[src/rtl/mmio_port_responder.sv]
// -----------------------------------------------------------------------------
// mmio_port_responder
//
// Target-side responder for processor load/store traffic in a 16-byte window.
// Owns the 32-bit output port register, samples an 8-bit asynchronous input
// port through a two-flop synchronizer, latches sticky rising-edge flags and
// counts edge events with a saturating counter.
//
// Register map (word offset Address[3:2]):
//   0x0 OUT   RW    drives PortOut
//   0x4 IN    RO    {24'b0, synchronized PortIn}
//   0x8 EDGE  [7:0] sticky rise flags (W1C), [15:8] EDGE_EN (RW)
//   0xC EVCNT saturating count of cycles with an enabled rise; any write clears
//
// Ports:
//   clk        single clock, all state changes on the rising edge
//   reset      synchronous, active-low
//   Address    byte address; Address[1:0] ignored (word accesses only)
//   WriteData  store data
//   MemWrite   store strobe; the write lands on the edge it is presented
//   MemRead    load strobe; data returned one cycle later with ReadValid
//   ReadData   registered load data, held between reads
//   ReadValid  one-cycle pulse qualifying ReadData
//   Hit        combinational window decode
//   PortIn     asynchronous external inputs
//   PortOut    OUT register contents
//   EdgeIrq    registered OR of enabled sticky flags
// -----------------------------------------------------------------------------
module mmio_port_responder #(
    parameter logic [31:0] BASE_ADDR = 32'h1001_0000,
    parameter int unsigned CNT_WIDTH = 16
) (
    input  logic        clk,
    input  logic        reset,
    input  logic [31:0] Address,
    input  logic [31:0] WriteData,
    input  logic        MemWrite,
    input  logic        MemRead,
    output logic [31:0] ReadData,
    output logic        ReadValid,
    output logic        Hit,
    input  logic [7:0]  PortIn,
    output logic [31:0] PortOut,
    output logic        EdgeIrq
);

    typedef enum logic [1:0] {
        REG_OUT   = 2'd0,
        REG_IN    = 2'd1,
        REG_EDGE  = 2'd2,
        REG_EVCNT = 2'd3
    } reg_sel_e;

    logic [31:0]          out_q,    out_d;
    logic [7:0]           sync1_q,  sync2_q;
    logic [7:0]           prev_q,   prev_d;
    logic [1:0]           warm_q,   warm_d;
    logic [7:0]           edge_q,   edge_d;
    logic [7:0]           en_q,     en_d;
    logic [CNT_WIDTH-1:0] evcnt_q,  evcnt_d;
    logic [31:0]          rdata_q,  rdata_d;
    logic                 rvalid_q, rvalid_d;
    logic                 irq_q,    irq_d;

    reg_sel_e    sel;
    logic        wr;
    logic        rd;
    logic        warm_done;
    logic [7:0]  rise;
    logic [7:0]  clr;
    logic [31:0] rd_mux;
    logic        addr_lsb_unused;

    assign Hit             = (Address[31:4] == BASE_ADDR[31:4]);
    assign sel             = reg_sel_e'(Address[3:2]);
    assign addr_lsb_unused = ^Address[1:0];

    // A simultaneous read and write is treated as a write only.
    assign wr = MemWrite & Hit;
    assign rd = MemRead & Hit & ~MemWrite;

    assign warm_done = (warm_q == 2'd2);
    assign rise      = warm_done ? (sync2_q & ~prev_q) : 8'h00;

    // NOTE: every combinational output gets a default before any branch so no
    // path leaves it unassigned; that is what keeps latches from being inferred.
    always_comb begin
        out_d    = out_q;
        en_d     = en_q;
        evcnt_d  = evcnt_q;
        warm_d   = warm_q;
        clr      = 8'h00;
        rd_mux   = 32'h0;
        rvalid_d = rd;
        rdata_d  = rdata_q;

        if (!warm_done) begin
            warm_d = warm_q + 2'd1;
        end

        // During warm-up prev is preloaded with the value sync2 is about to
        // take, so a level already present at reset release is the baseline
        // rather than a rise.
        prev_d = warm_done ? sync2_q : sync1_q;

        if (wr && sel == REG_OUT) begin
            out_d = WriteData;
        end
        if (wr && sel == REG_EDGE) begin
            clr  = WriteData[7:0];
            en_d = WriteData[15:8];
        end

        // A new rise beats a W1C on the same bit.
        edge_d = rise | (edge_q & ~clr);

        if (wr && sel == REG_EVCNT) begin
            evcnt_d = '0;
        end else if (|(rise & en_q) && !(&evcnt_q)) begin
            evcnt_d = evcnt_q + CNT_WIDTH'(1);
        end

        // Registered from next-state values so the IRQ rises together with
        // the flag becoming visible.
        irq_d = |(edge_d & en_d);

        unique case (sel)
            REG_OUT:   rd_mux = out_q;
            REG_IN:    rd_mux = {24'h0, sync2_q};
            REG_EDGE:  rd_mux = {16'h0, en_q, edge_q};
            REG_EVCNT: rd_mux = 32'(evcnt_q);
            default:   rd_mux = 32'h0;
        endcase

        if (rd) begin
            rdata_d = rd_mux;
        end
    end

    // NOTE: sequential state uses non-blocking assignments so every register
    // samples pre-edge values, independent of statement order.
    always_ff @(posedge clk) begin
        if (!reset) begin
            out_q    <= '0;
            sync1_q  <= '0;
            sync2_q  <= '0;
            prev_q   <= '0;
            warm_q   <= '0;
            edge_q   <= '0;
            en_q     <= '0;
            evcnt_q  <= '0;
            rdata_q  <= '0;
            rvalid_q <= 1'b0;
            irq_q    <= 1'b0;
        end else begin
            out_q    <= out_d;
            sync1_q  <= PortIn;
            sync2_q  <= sync1_q;
            prev_q   <= prev_d;
            warm_q   <= warm_d;
            edge_q   <= edge_d;
            en_q     <= en_d;
            evcnt_q  <= evcnt_d;
            rdata_q  <= rdata_d;
            rvalid_q <= rvalid_d;
            irq_q    <= irq_d;
        end
    end

    assign PortOut   = out_q;
    assign ReadData  = rdata_q;
    assign ReadValid = rvalid_q;
    assign EdgeIrq   = irq_q;

endmodule

[config.mk]
export PLATFORM = sky130hd
export DESIGN_NAME = mmio_port_responder
export DESIGN_NICKNAME = d
export VERILOG_FILES = /design/src/rtl/mmio_port_responder.sv
export SDC_FILE = /design/constraint.sdc
export NUM_CORES = 1
export LEC_CHECK = 0
export BUFFER_PORTS_ARGS = -buffer_cell sky130_fd_sc_hd__buf_2
export CAP_MARGIN = 20
export CELL_PAD_IN_SITES_DETAIL_PLACEMENT = 0
export CELL_PAD_IN_SITES_GLOBAL_PLACEMENT = 1
export CORE_UTILIZATION = 41
export CTS_BUF_LIST = sky130_fd_sc_hd__clkbuf_16
export DETAILED_ROUTE_END_ITERATION = 16
export GPL_TIMING_DRIVEN = 0
export PLACE_DENSITY_LB_ADDON = 0.1
export SETUP_SLACK_MARGIN = 0.5
export SLEW_MARGIN = 10
export SYNTH_ARGS = -nofsm -noshare
export SYNTH_HDL_FRONTEND = slang
export SYNTH_SLANG_ARGS = --single-unit
export TNS_END_PERCENT = 30
[constraint.sdc]
create_clock -name clk -period 3.35 [get_ports clk]
set_clock_uncertainty 0.2 [all_clocks]
set_input_delay 0.1675 -clock clk [delete_from_list [all_inputs] [get_ports clk]]
set_output_delay 0.1675 -clock clk [all_outputs]
set_load 0.05 [all_outputs]
== Word-level counts from Yosys, hierarchy flattened ==
Index checks and enable logic that the tools add are counted.

* Reduce and logical (&&, ||, !) cells: 10
* Bitwise operators: 12
* Add/sub/neg operators: 2
* Equality and inequality tests: 5
* Mux-type cells: 5

{| class="wikitable"
|+ Operators by type and width
! operator !! number
|-
| one-hot mux 32 bit (4 select lines) || 1
|-
| AND 8 bit || 4
|-
| 2-to-1 mux 8 bit || 4
|-
| equality test 28 x 25 -> 1 bit (second input constant) || 1
|-
| adder 16 x 1 -> 16 bit (second input constant) || 1
|-
| inverter 8 bit || 2
|-
| AND reduction 16 bit || 1
|-
| OR reduction 8 bit || 2
|-
| bitwise OR 8 bit || 1
|-
| equality test 2 bit (second input constant) || 3
|-
| logical AND 1 bit || 4
|-
| AND 1 bit || 3
|-
| adder 2 x 1 -> 2 bit (second input constant) || 1
|-
| equality test 2 x 1 -> 1 bit (second input constant) || 1
|-
| logical NOT 2 bit || 1
|-
| inverter 1 bit || 2
|-
| OR reduction 2 bit || 1
|-
| logical NOT 1 bit || 1
|}

* Output and inout bits: 67
* Register bits after elaboration: 124

== Depth between registers and ports, before layout ==
* Depth in word-level cells: 9
* Gate-level depth with buffers: 10

== Worst setup path after synthesis ==
No wires, ideal clock.

* Path kind: input to register
* Start: in Address[14]
* End: reg rdata_q[11] (netlist: ReadData[11])
* Arrival: 2281 ps
* Path slack: 737 ps
* Cell stages on the path: 7
* Buffers on the path: 1
* Path through: nor4b_4 > nand4_4 > nor2_1 > nand3b_1 > clkbuf_1 > a211oi_1 > nor3_1

* Word-level cells in the longest chain between the ends: 3

{| class="wikitable"
|+ RTL lines
! what !! line !! text
|-
| from (decl) || 35 || <nowiki>input logic [31:0] Address,</nowiki>
|-
| equality test 28 x 25 -> 1 bit || 74 || <nowiki>assign Hit = (Address[31:4] == BASE_ADDR[31:4]);</nowiki>
|-
| named net Hit || 41 || <nowiki>output logic Hit,</nowiki>
|-
| AND 1 bit (2 in series) || 80 || <nowiki>assign rd = MemRead & Hit & ~MemWrite;</nowiki>
|-
| to (signal assigned) || 164 || <nowiki>rdata_q <= rdata_d;</nowiki>
|-
| to (decl) || 61 || <nowiki>logic [31:0] rdata_q, rdata_d;</nowiki>
|}

The timed path passes the listed nets, and every way through them passes these cells.
A chain may end at the register's enable or synchronous reset.

== Worst setup path after layout ==
* Start: reg warm_q[0]
* End: reg evcnt_q[9]

* Word-level cells in the longest chain between the ends: 5

{| class="wikitable"
|+ RTL lines
! what !! line !! text
|-
| from (decl) || 57 || <nowiki>logic [1:0] warm_q, warm_d;</nowiki>
|-
| from (signal assigned) || 160 || <nowiki>warm_q <= warm_d;</nowiki>
|-
| equality test 2 bit || 82 || <nowiki>assign warm_done = (warm_q == 2'd2);</nowiki>
|-
| 2-to-1 mux 8 bit || 83 || <nowiki>assign rise = warm_done ? (sync2_q & ~prev_q) : 8'h00;</nowiki>
|-
| AND 8 bit || 119 || <nowiki>end else if (|(rise & en_q) && !(&evcnt_q)) begin</nowiki>
|-
| OR reduction 8 bit || 119 ||
|-
| logical AND 1 bit || 119 ||
|-
| to (signal assigned) || 163 || <nowiki>evcnt_q <= evcnt_d;</nowiki>
|-
| to (decl) || 60 || <nowiki>logic [CNT_WIDTH-1:0] evcnt_q, evcnt_d;</nowiki>
|}

Every way passes these cells.

==> summary.md <==
| Metric | Value |
|---|---|
| Result of the run | `complete, no violations` |
| Mapped Cells | `611` |
| Gr usage total | `26.05%` |
| Post-CTS Setup Bufs | `0` |
| Maximum root-to-sink buffer count | `2` |
| Clock latency at the later pin of the worst-skew pair | `0.41 ns` |
| Power per cell area | `492.7 nW/um^2` |
| Final Cycle Share | `78.29%` |
| Crit path cell chain | `inv_1 -> ha_1 -> buf_2 -> nand3b_1 -> o2111ai_1 -> o22ai_2 -> nor4_1 -> xnor2_1 -> nor2_1` |
| Pin count of the biggest net entering global routing | `17` |
| Prevailing post-synth register cell | `dfxtp_1` |
| Routability cong. | `0.8826` |
| Mux cell area share after synthesis | `6.520%` |
| GR Util met3 | `5.851%` |
| Vias in the first global route | `4,761` |
| Final Slew Violations | `0` |
| Pre-CTS setup slack | `0.2940 ns` |
| First DRT Iteration DRCs | `386` |
| Count leader, synth | `nand2_1` |
| Post-route ant nets | `0` |
| Yosys warns | `0` |
| Critical path's top delay family | `compound AO/OA/AOI/OAI gates` |
| # clock sinks | `124` |
| RSZ-0062 raised after global routing | `true` |
| Initial core utilization | `42.75%` |
| Total wire length | `16.43 mm` |
| Worst EP required | `3.44 ns` |
| Syn_nets | `689` |
| Relative slew margins | `50.60%` |
| Crit Path Class | `reg -> reg` |
| Hold crit path type | `in -> reg` |
| Yosys top cell area share | `47.56%` |
| M2 GR Usage | `44.12%` |
| Hold Violations, Final | `0` |
| Yosys top cell by area | `dfxtp_1` |
| Post-synthesis sequential area ratio | `47.56%` |
| Dpl hpwl | `11.75 mm` |
| CTS tree | `yes` |
| Synth top area cells | `dfxtp_1 48%, nand2_1 9.6%, a21oi_1 7.4%, nor2_1 4.0%, mux4_2 3.5%` |
| Endpoint type of the worst setup path | `flop` |
| Via count | `5,079` |
| Flops & latches, synth | `124` |
| Setup crit start kind | `flop` |
| Clock transition at path regs | `0.05 ns` |
| Slew at the pin closest to its max-slew limit | `0.7410 ns` |
| Achievable clock frequency | `381.3 MHz` |
| Number of buffers added on ports | `137` |
| Synth Area in Compound Gates | `11.65%` |
| Chip width | `114.8 um` |
| CTS Buf Count | `17` |
| Die area | `13,190 um^2` |
| Largest family of logic cells by synthesized area | `simple AND/OR/NAND/NOR gates` |
| Avg Cell Area, Syn | `8.543 um^2` |
| Io pins | `143` |
| Critical Path Fanout Max | `10` |
| WL per Instance | `16.65 um` |
| Fin nets | `885` |
| Final Worst Setup Slack | `0.7273 ns` |
| Yosys cell types | `45` |
| Post-layout minimum cycle time | `2.623 ns` |
| Placed cell area | `6116 um^2` |
| ANT cells | `0` |
| First-pass detailed-route iteration total | `5` |
| Post-synthesis async set-or-reset flop share | `0%` |
| Core area | `12,210 um^2` |
| Synth-to-Final Area Change | `34.90%` |
| Post-route DRC | `0` |
| Peak VDD IR | `379.7 uV` |
| GRT busiest layer | `met2` |
| Max incr delay on CP | `0.53 ns` |
| Finish-stage setup viols | `0` |
| Grt met1 use | `32.21%` |
| Grt ovf | `0` |
| FILL cells | `1,180` |
| Site row count | `40` |
| Cell area after synthesis | `5220 um^2` |
| Setup TNS | `0 ns` |
| Layout cells sized above 1 | `23.57%` |
| Leak pwr | `2.831 nW` |
| Max-capacitance violation count | `0` |
| Clk root buf | `clkbuf_16` |
| Fin area | `7042 um^2` |
| Number of synthesized flops with an enable pin | `0` |
| Simple-Gate Fraction of Synth Area | `27.76%` |
| Die Height | `114.8 um` |
| # H-tree levels | `4` |
| Vias per cell | `5.146` |
| Crit-path slowest cell | `o2111ai_1` |
| Buffers and inverters on the worst path | `2` |
| Initial antenna violation count | `0` |
| First-pass GRT wire length | `25.25 mm` |
| Post-Synth Adder-Cell Area | `0.4794%` |
| Crit path DAT | `2.71 ns` |
| Xor and xnor area share after synthesis | `2.517%` |
| Commonest cells post-synth | `134 x nand2_1, 124 x dfxtp_1, 77 x a21oi_1, 56 x nor2_1` |
through the flow:
step | hold slack (ns) | std cells | total power [mW] | util [%]
floorplan | 0.09479 | 611 | 1.725 | -
global placement | 0.1717 | 916 | 1.838 | 50.08
detailed placement | 0.1787 | 916 | 1.845 | 50.08
CTS | 0.06391 | 987 | 3.484 | 57.59
global route | 0.1230 | 987 | 3.584 | 57.66
finish | 0.07335 | 987 | 3.470 | 57.66
kinds of logic (layout without fill, tap and decap cells):
family,count (synthesis),after routing
buffers and inverters,44,252
AND/OR/NAND/NOR,295,295
adder cells (fa/ha/maj),2,2
flip-flops,124,124
multiplexers,24,24
XOR/XNOR,15,15
AO/OA/AOI/OAI,107,107
cells in the final DEF (no fill, tap or decap), drive strengths merged, types with 2 or more instances in the layout:
cell type	netlist	layout
o21ai	3	3
ha	2	2
nor2b	2	2
nor2	56	56
o21a	2	2
nand3b	5	5
a211oi	10	10
nor4	11	11
clkbuf	25	42
mux4	8	8
o2111ai	2	2
nand3	25	25
a21oi	77	77
nand4	9	9
and2	18	18
nor3	11	11
a21boi	2	2
dlygate4sd3	0	40
mux2i	16	16
dfxtp	124	124
and3b	5	5
nand4b	6	6
xor2	5	5
nand2b	4	4
nand2	134	134
or2	2	2
inv	7	10
buf	12	149
clkinv	0	9
xnor2	10	10
o211ai	2	2
o22ai	6	6
nor4b	3	3
path summary, 6_finish.rpt:
kind | startpoint | to | slack (ns) | depth (start not counted)
setup / recovery | warm_q[0]$_SDFFE_PN0N_ | evcnt_q[9]$_SDFFE_PP0P_ | 0.73 | 9
hold / removal | MemWrite | PortOut[0]$_SDFFE_PN0P_ | 0.07 | 4
setup reg to reg | warm_q[0]$_SDFFE_PN0N_ | evcnt_q[9]$_SDFFE_PP0P_ | 0.73 | 9
hold reg to reg | ReadData[23]$_SDFFE_PN0P_ | ReadData[23]$_SDFFE_PN0P_ | 0.25 | 2
what timing repair did:
| item | CTS | global route |
|---|---|---|
| endpoints found under the hold margin | 56 | 0 |
| hold buffers | 40 | 0 |
| gates resized for setup | 1 | 2 |
| setup endpoints to repair | 6 | 12 |
flip-flops by register name (all words and copies together), names as in the netlist:
| signal | cells |
|---|---|
| PortOut | 32 |
| ReadData | 32 |
| EdgeIrq | 1 |
| en_q | 8 |
| edge_q | 8 |
| warm_q | 2 |
| sync2_q | 8 |
| prev_q | 8 |
| sync1_q | 8 |
| evcnt_q | 16 |
| ReadValid | 1 |
layout make-up:
type	instances	area (um^2)	area share [%]
multi-input cells	443	2562	36.39
flip-flops and latches	124	2482	35.25
repair buffers	177	1086	15.42
clock buffers	17	425.4	6.041
well taps	168	210.2	2.985
plain buffers	37	158.9	2.257
clock inverters	14	90.09	1.279
inverters	7	26.28	0.3731
layer usage:
layer	vias to the layer above	share of wire (%)
li1	2510	-
met2	195	47
met5	-	0
met4	0	2.4
met3	27	6.7
met1	2347	44
worst register-to-register path: stages (launching register included):
cell       delay (ns)
dfxtp_1          0.31
inv_1            0.05
ha_1             0.13
buf_2            0.22
nand3b_1         0.19
o2111ai_1        0.53
o22ai_2          0.27
nor4_1           0.38
xnor2_1          0.16
nor2_1           0.05
power by group:
group	internal [mW]	switching, mW	total, mW
registers	1.51	0.0194	1.53
clock network	0.986	0.628	1.61
logic	0.143	0.181	0.324
total	2.64	0.828	3.47
Power figures use the tool's default switching activity.
